**config.mk**
```make
export PLATFORM = sky130hd
export DESIGN_NAME = bus_rr_arbiter
export DESIGN_NICKNAME = d
export VERILOG_FILES = /design/src/rtl/bus_arb_pkg.sv /design/src/rtl/bus_rr_pick.sv /design/src/rtl/bus_rr_arbiter.sv
export SDC_FILE = /design/constraint.sdc
export NUM_CORES = 1
export LEC_CHECK = 0
export CAP_MARGIN = 20
export CORE_MARGIN = 2
export CORE_UTILIZATION = 37
export CTS_BUF_LIST = sky130_fd_sc_hd__clkbuf_2
export DETAILED_ROUTE_END_ITERATION = 6
export PLACE_DENSITY = 0.83
export SLEW_MARGIN = 40
export SYNTH_ARGS = -nofsm -noshare
export SYNTH_HDL_FRONTEND = slang
export SYNTH_SLANG_ARGS = --single-unit
```
**constraint.sdc**
```tcl
create_clock -name clk -period 4.8 [get_ports clk]
set_input_delay 1.44 -clock clk [delete_from_list [all_inputs] [get_ports clk]]
set_output_delay 1.44 -clock clk [all_outputs]
set_load 0.005 [all_outputs]
```
**src/rtl/bus_arb_pkg.sv**
```systemverilog
// Shared types for the round-robin bus arbiter: FSM state encoding and the
// command record at the default bus widths.
package bus_arb_pkg;

  localparam int unsigned PKG_ADDR_WIDTH = 32;
  localparam int unsigned PKG_DATA_WIDTH = 8;

  typedef enum logic [1:0] {ARB_IDLE, ARB_ISSUE, ARB_RESP} arb_state_t;

  typedef struct packed {
    logic [PKG_ADDR_WIDTH-1:0] addr;
    logic [PKG_DATA_WIDTH-1:0] data;
    logic                      write_enable;
  } bus_cmd_t;

endpackage

```
**src/rtl/bus_rr_pick.sv**
```systemverilog
// Combinational rotating-priority picker: first set request bit searching
// upward from (last_grant+1) mod NUM_REQ, with wrap.
module bus_rr_pick
  import bus_arb_pkg::*;
#(
  parameter int unsigned NUM_REQ = 4,
  localparam int unsigned IDX_W  = $clog2(NUM_REQ)
) (
  input  logic [NUM_REQ-1:0] req,
  input  logic [IDX_W-1:0]   last_grant,
  output logic [NUM_REQ-1:0] gnt,
  output logic [IDX_W-1:0]   gnt_idx,
  output logic               gnt_any
);

  logic [IDX_W-1:0] cand;

  // Walk the candidates in priority order; the first hit wins
  always_comb begin
    gnt     = '0;
    gnt_idx = last_grant;
    gnt_any = 1'b0;
    cand    = '0;
    for (int unsigned off = 1; off <= NUM_REQ; off++) begin
      cand = IDX_W'((32'(last_grant) + off) % NUM_REQ);
      if (!gnt_any && req[cand]) begin
        gnt_any = 1'b1;
        gnt_idx = cand;
      end
    end
    if (gnt_any) gnt[gnt_idx] = 1'b1;
  end

endmodule

```
**src/rtl/bus_rr_arbiter.sv**
```systemverilog
// Round-robin arbiter sharing one bus_if master port between NUM_REQ
// requesters. One single-beat command in flight at a time.
// Optional feature: BUS_RR_ARBITER_LOCK_EN lets a locked winner be
// re-granted on the following idle cycle, bypassing rotation.
module bus_rr_arbiter
  import bus_arb_pkg::*;
#(
  parameter int unsigned NUM_REQ    = 4,
  parameter int unsigned ADDR_WIDTH = 32,
  parameter int unsigned DATA_WIDTH = 8
) (
  input  logic                          clk,
  input  logic                          rst,
  input  logic [NUM_REQ-1:0]            req_valid,
  input  logic [NUM_REQ-1:0]            req_write_enable,
  input  logic [NUM_REQ-1:0]            req_lock,
  input  logic [NUM_REQ*ADDR_WIDTH-1:0] req_addr,
  input  logic [NUM_REQ*DATA_WIDTH-1:0] req_data,
  output logic [NUM_REQ-1:0]            req_ready,
  output logic [NUM_REQ-1:0]            rsp_valid,
  output logic [DATA_WIDTH-1:0]         rsp_data,
  output logic                          m_valid,
  output logic                          m_write_enable,
  output logic [ADDR_WIDTH-1:0]         m_addr,
  output logic [DATA_WIDTH-1:0]         m_data,
  input  logic                          m_ready,
  input  logic [DATA_WIDTH-1:0]         m_rdata
);

  localparam int unsigned IDX_W = $clog2(NUM_REQ);

  arb_state_t             state, state_nxt;
  logic [IDX_W-1:0]       last_grant;
  logic [IDX_W-1:0]       pick_idx, win_idx;
  logic [NUM_REQ-1:0]     pick_gnt, win_gnt;
  logic                   pick_any, win_any;
  logic                   accept;
  logic [ADDR_WIDTH-1:0]  cmd_addr;
  logic [DATA_WIDTH-1:0]  cmd_data;
  logic                   cmd_we;
  logic [DATA_WIDTH-1:0]  rsp_data_q;

  bus_rr_pick #(.NUM_REQ(NUM_REQ)) u_pick (
    .req        (req_valid),
    .last_grant (last_grant),
    .gnt        (pick_gnt),
    .gnt_idx    (pick_idx),
    .gnt_any    (pick_any)
  );

`ifdef BUS_RR_ARBITER_LOCK_EN
  logic lock_hold;
  logic lock_hit;

  // A held lock re-grants the previous winner (last_grant) if it still requests
  always_comb begin
    lock_hit = lock_hold && req_valid[last_grant];
    win_any  = lock_hit || pick_any;
    win_idx  = pick_idx;
    win_gnt  = pick_gnt;
    if (lock_hit) begin
      win_idx             = last_grant;
      win_gnt             = '0;
      win_gnt[last_grant] = 1'b1;
    end
  end

  // Lock is sampled at accept and only honoured on the very next idle cycle
  always_ff @(posedge clk or posedge rst) begin
    if (rst)                    lock_hold <= 1'b0;
    else if (state == ARB_IDLE) lock_hold <= accept ? req_lock[win_idx] : 1'b0;
  end
`else
  logic unused_lock;
  assign unused_lock = ^req_lock;

  // Pure round-robin: the picker result is the winner
  always_comb begin
    win_any = pick_any;
    win_idx = pick_idx;
    win_gnt = pick_gnt;
  end
`endif

  assign accept = (state == ARB_IDLE) && win_any;

  // State register
  always_ff @(posedge clk or posedge rst) begin
    if (rst) state <= ARB_IDLE;
    else     state <= state_nxt;
  end

  // Next-state logic
  always_comb begin
    state_nxt = state;
    case (state)
      ARB_IDLE:  if (win_any) state_nxt = ARB_ISSUE;
      ARB_ISSUE: if (m_ready) state_nxt = ARB_RESP;
      ARB_RESP:  state_nxt = ARB_IDLE;
      default:   state_nxt = ARB_IDLE;
    endcase
  end

  // Command capture, grant history and read-data capture
  always_ff @(posedge clk or posedge rst) begin
    if (rst) begin
      cmd_addr   <= '0;
      cmd_data   <= '0;
      cmd_we     <= 1'b0;
      last_grant <= IDX_W'(NUM_REQ - 1);
      rsp_data_q <= '0;
    end else begin
      if (accept) begin
        cmd_addr   <= req_addr[win_idx*ADDR_WIDTH +: ADDR_WIDTH];
        cmd_data   <= req_data[win_idx*DATA_WIDTH +: DATA_WIDTH];
        cmd_we     <= req_write_enable[win_idx];
        last_grant <= win_idx;
      end
      if (state == ARB_ISSUE && m_ready && !cmd_we) rsp_data_q <= m_rdata;
    end
  end

  // Outputs decoded from state; the command registers feed the bus directly
  always_comb begin
    req_ready      = (state == ARB_IDLE) ? win_gnt : '0;
    m_valid        = (state == ARB_ISSUE);
    m_write_enable = cmd_we;
    m_addr         = cmd_addr;
    m_data         = cmd_data;
    rsp_data       = rsp_data_q;
    rsp_valid      = '0;
    if (state == ARB_RESP) rsp_valid[last_grant] = 1'b1;
  end

endmodule

```
**Yosys cells after proc, flatten, opt, wreduce, memory -nomap -nowiden**

Cells that the tools add are included.

- Add/sub/neg operators: 4
- Order comparisons: 8
- Equality and inequality tests: 4
- Shift operators: 2
- Mux-type cells: 28
- Reduce and logical (&&, ||, !) cells: 14

Operators with widths:

| kind | count |
|---|---|
| variable part select 128 x 8 -> 32 bit | 1 |
| variable part select 32 x 6 -> 8 bit | 1 |
| less-than comparator 2 x 3 -> 1 bit (second input constant) | 6 |
| two-way mux 2 bit | 6 |
| two-way mux 4 bit | 3 |
| two-way mux 1 bit | 11 |
| binary-select mux 1 bit (select 2 bit) | 5 |
| logical AND 1 bit | 8 |
| adder 2 x 1 -> 2 bit (second input constant) | 2 |
| adder 2 bit (second input constant) | 2 |
| demux 1 bit (select 2 bit) | 2 |
| >= comparator 2 x 1 -> 1 bit (second input constant) | 2 |
| logical NOT 1 bit | 4 |
| one-hot mux 2 bit (2 select lines) | 1 |
| equality test 2 x 1 -> 1 bit (second input constant) | 1 |
| equality test 2 bit (second input constant) | 1 |
| logical NOT 2 bit | 1 |
| != test 2 x 1 -> 1 bit (second input constant) | 1 |
| != test 2 bit (second input constant) | 1 |
| AND reduction 2 bit | 1 |

- Register bits after elaboration: 53
- Output and inout bits: 58

**Longest topological paths before layout**

- Depth after elaboration: 19
- Gate-level depth with buffers: 11

**Hierarchy**

From an unflattened synthesis, not the netlist that was laid out.

- Cells, all modules: 208
- Area, all modules: 3,269.4 um^2

By module, submodules not included:

| module | times used | cells each | area each (um^2) | seq. area each (um^2) |
|---|---|---|---|---|
| bus_rr_arbiter | 1 | 176 | 3,072.9 | 1,328.8 |
| bus_rr_pick | 1 | 32 | 196.4 | 0.0 |

**Worst setup path before layout**

OpenSTA, ideal clock, no wires.

- Path kind: in2out
- From: in req_valid[1]
- To: out req_ready[1]
- Arrival: 3.037 ns
- Setup slack: 0.323 ns
- Cell stages on the path: 9
- Path buffers: 3
- Cells stage by stage: clkbuf_1 mux4_2 nand2b_4 a21oi_2 a31oi_4 buf_6 clkbuf_4 nand2_1 nor2_1

- Word-level cells in the longest chain between the ends: 18

RTL lines:

| item | line | RTL |
|---|---|---|
| start: declaration | bus_rr_arbiter.sv:14 | `input logic [NUM_REQ-1:0] req_valid,` |
| binary-select mux 1 bit (select 2 bit) | bus_rr_pick.sv:26 | `if (!gnt_any && req[cand]) begin` |
| two-way mux 1 bit (implied by the code) | bus_rr_pick.sv:26 |  |
| two-way mux 1 bit | bus_rr_pick.sv:26 |  |
| logical NOT 1 bit | bus_rr_pick.sv:26 |  |
| logical AND 1 bit | bus_rr_pick.sv:26 |  |
| two-way mux 1 bit | bus_rr_pick.sv:26 |  |
| logical NOT 1 bit | bus_rr_pick.sv:26 |  |
| logical AND 1 bit | bus_rr_pick.sv:26 |  |
| (+2 left out) | n/a |  |
| logical AND 1 bit | bus_rr_pick.sv:26 |  |
| two-way mux 2 bit | bus_rr_pick.sv:26 |  |
| less-than comparator 2 x 3 -> 1 bit (implied by the code) / >= comparator 2 x 1 -> 1 bit (equally long branches) | bus_rr_pick.sv:31 | `if (gnt_any) gnt[gnt_idx] = 1'b1;` |
| logical AND 1 bit (implied by the code) | bus_rr_pick.sv:31 |  |
| two-way mux 1 bit (implied by the code) | bus_rr_pick.sv:31 |  |
| demux 1 bit (select 2 bit) | n/a |  |
| two-way mux 4 bit * | bus_rr_pick.sv:31 |  |
| two-way mux 4 bit * | bus_rr_arbiter.sv:125 | `req_ready = (state == ARB_IDLE) ? win_gnt : '0;` |
| end: declaration | bus_rr_arbiter.sv:19 | `output logic [NUM_REQ-1:0] req_ready,` |

Every way passes the cells marked *; elsewhere a longest branch is shown, timed or not. The select of a mux whose other input is x is not followed.

**Worst setup path after layout**

- From: in req_valid[0]
- To: out req_ready[1]

The elaborated chain is that of the path after synthesis.

==> results.json <==
{
  "cts-root-buf": "clkbuf_2",
  "synth_compound_area_share_pct": 20.4,
  "seqCellArea_um2": 1330,
  "clock_path_buffers": 2,
  "wl_per_cell_um": 16.9,
  "finalCritPeriodShare_pct": 97.2,
  "num-fill-cells": 807,
  "ys.flop_type": "dfrtp_1",
  "core_region_area_um2": 9640,
  "setup_viol": 0,
  "rsz0062_at_grt": "no",
  "die_h_um": 103,
  "drt_iter0_markers": 60,
  "synth_top_family_by_area": "multiplexers",
  "synth_xor_area_share_pct": 0,
  "synth_edf_count": 0,
  "worst_path_max_delay_cell": "mux4_2",
  "rows": 36,
  "postRouteAntennaNets": 0,
  "place.gp.congestion": 0.746,
  "synthDistinctLibCells": 37,
  "diodes": 0,
  "ys_ff_latch": 53,
  "place.detailed.hpwl_mm": 9.23,
  "viasPerCell": 5.01,
  "dieArea_um2": 10600,
  "grt_max_degree": 45,
  "synthArstFlopShare_pct": 100,
  "dr.pass1.iters": 4,
  "initial_core_util_pct": 37.6,
  "h-tree-depth": 2,
  "reg2regPathDepth": 10,
  "avgSynthCellArea_um2": 11.8,
  "cp_top_family": "compound AO/OA/AOI/OAI gates",
  "clk_latency_ns": 0.43,
  "use_met3_pct": 4.07,
  "period_needed_ns": 4.67,
  "grt-busiest-layer": "met2",
  "worst_pin_slew_ns": 0.774,
  "ff2ff_setup_slack_ns": 1.23,
  "drc_errors": 0,
  "die_w_um": 103,
  "p_per_area_nw_per_um2": 613,
  "startpoint": "req_valid[0]",
  "cp-endpoint": "req_ready[1]",
  "drv_cap": 0,
  "use_met2_pct": 40.1,
  "cts_tree": "yes",
  "ys_warn_count": 0,
  "timing.rr.start": "last_grant[1]",
  "grt_use_met1_pct": 24.0,
  "grt_pass1_wl_mm": 17.2,
  "nNetsFinal": 728,
  "io_buffers": 236,
  "finClkSkew_ns": 0.0192,
  "clock_sinks": 53,
  "reg2reg_to": "m_data[1]",
  "path_cells": "dlygate4sd2_1, mux4_2, nand2b_4, a2111oi_4, o31a_2, nor2_1, dlygate4sd2_1",
  "vias": 3379,
  "track_usage_pct": 20.9,
  "clk_pin_slew_ns": 0.30,
  "startpoint_type": "input port",
  "yosys.area_share.simple_pct": 9.16,
  "hold_path.class": "register to register",
  "crit_buf_inv": 2,
  "syn-instance-count": 306,
  "synth-seq-area-share_pct": 36.7,
  "end_kind": "output port",
  "syn_area_um2": 3620,
  "cp.depth": 7,
  "fmax_mhz": 214,
  "crit_top_cell": "dlygate4sd2_1",
  "muxShareOfSynthArea_pct": 27.2,
  "cp_max_fo": 3,
  "drive_gt1_share_pct": 17.0,
  "crit_required_ns": 3.36,
  "hold_viol": 0,
  "slew_headroom_pct": 48.3,
  "syn_to_final_growth_pct": 71.3,
  "power.leakage_nw": 2.65,
  "cp.arrival_ns": 3.23,
  "critPathKind": "input port to output port",
  "ir_drop_mv": 0.841,
  "synthAdderAreaFrac_pct": 1.38,
  "synth_nets": 493,
  "grt_overflow_total": 0,
  "status": "completed",
  "max_stage_delay_ns": 0.46,
  "io_pins": 241,
  "drt_wl_total_mm": 11.4,
  "antenna_found_initial": 0,
  "cts_buffers": 5,
  "grt_pass1_vias": 3497,
  "p_total_mw": 3.80,
  "fin_setup_tns_ns": 0,
  "multiInputGateArea_um2": 2140,
  "slew_viol_final": 0
}
placed cells by master (no fill, tap or decap), types with 2 or more instances in the layout:
cell type and instances:
dfstp_2 2, nor2_1 43, o21ai_0 3, nor3_1 3, o21ai_1 3, nor2b_1 6, nor3_2 2, nor2_4 2
mux2i_1 85, clkbuf_2 5, clkinv_4 2, dfrtp_1 51, mux4_2 2, clkdlybuf4s50_1 228, dlymetal6s2s_1 3, and2_1 6
dlygate4sd2_1 3, a221oi_2 40, nor3b_1 2, ha_1 4, mux2_2 8, inv_1 2, buf_4 18
worst min path at each step:
| stage | start | endpoint | slack [ns] | cells after the start |
|---|---|---|---|---|
| 2_1_floorplan | rsp_data[0] | rsp_data[0] | 0.51 | 1 |
| 3_3_place_gp | rsp_data[0] | rsp_data[0] | 0.49 | 1 |
| 3_5_place_dp | rsp_data[3] | rsp_data[3] | 0.50 | 1 |
| 4_1_cts | rsp_data[2] | rsp_data[2] | 0.56 | 1 |
| 5_1_grt | rsp_data[3] | rsp_data[3] | 0.58 | 1 |
| 6_report | rsp_data[3] | rsp_data[3] | 0.56 | 1 |
metal layers:
layer  routed length (um)  up-vias
li1                     -     1625
met2                 6300      122
met4                  138        0
met1                 4370     1620
met5                    0        -
met3                  627       12
state kept, by name (all words and copies together), names as in the netlist:
register	cells
state	2
m_addr	32
last_grant	2
m_write_enable	1
rsp_data	8
m_data	8
power by group:
part / internal (mW) / leakage (nW) / total, mW / switching, mW
logic: 1.45 / 2.02 / 2.79 / 1.33
registers: 0.686 / 0.590 / 0.821 / 0.135
clock network: 0.0408 / 0.0335 / 0.196 / 0.155
total: 2.18 / 2.65 / 3.80 / 1.62
final cells by class:
cell class,instances,area share [%]
clock buffers,5,0.404
clock inverters,3,0.424
inverters,4,0.283
multi-input cells,223,34.5
flip-flops and latches,53,21.4
well taps,133,2.68
repair buffers,254,40.3
metrics by stage:
step	utilization (%)	area [um^2]	setup WS (ns)	instances	hold WS, ns
CTS	64.1	6180	-0.00637	675	0.561
detailed placement	63.5	6120	-0.347	666	0.500
floorplan	-	3620	0.323	306	0.505
finish	64.3	6200	0.135	675	0.556
global placement	63.5	6120	-0.326	666	0.492
global route	64.3	6200	0.0640	675	0.584
kinds of logic (layout without fill, tap and decap cells):
family          Yosys count  count (layout)
simple gates             69              69
mux                      95              95
buf+inv                  30             266
compound gates           55              55
flops                    53              53
fa+ha+maj                 4               4
cells in the mapped netlist (all sizes together), types with 2 or more instances:
cell type,count,area [um^2]
nor2b,6,37.5
mux4,2,45.0
nor3,5,25.0
clkbuf,12,60.1
dfrtp,51,1280
ha,4,50.1
and2,6,37.5
a221oi,41,609
mux2,8,90.1
o21ai,6,30.0
nor2,45,179
dfstp,2,52.6
nor3b,2,15.0
buf,14,109
mux2i,85,851
a21oi,2,13.8
inv,4,15.0
repair_timing:
item	CTS	global route
hold buffers	0	0
setup buffers	1	0
endpoints found under the setup margin	4	3
resized for setup	12	5
pin swaps	1	2
Note: power is estimated with default switching activity, not from simulation.
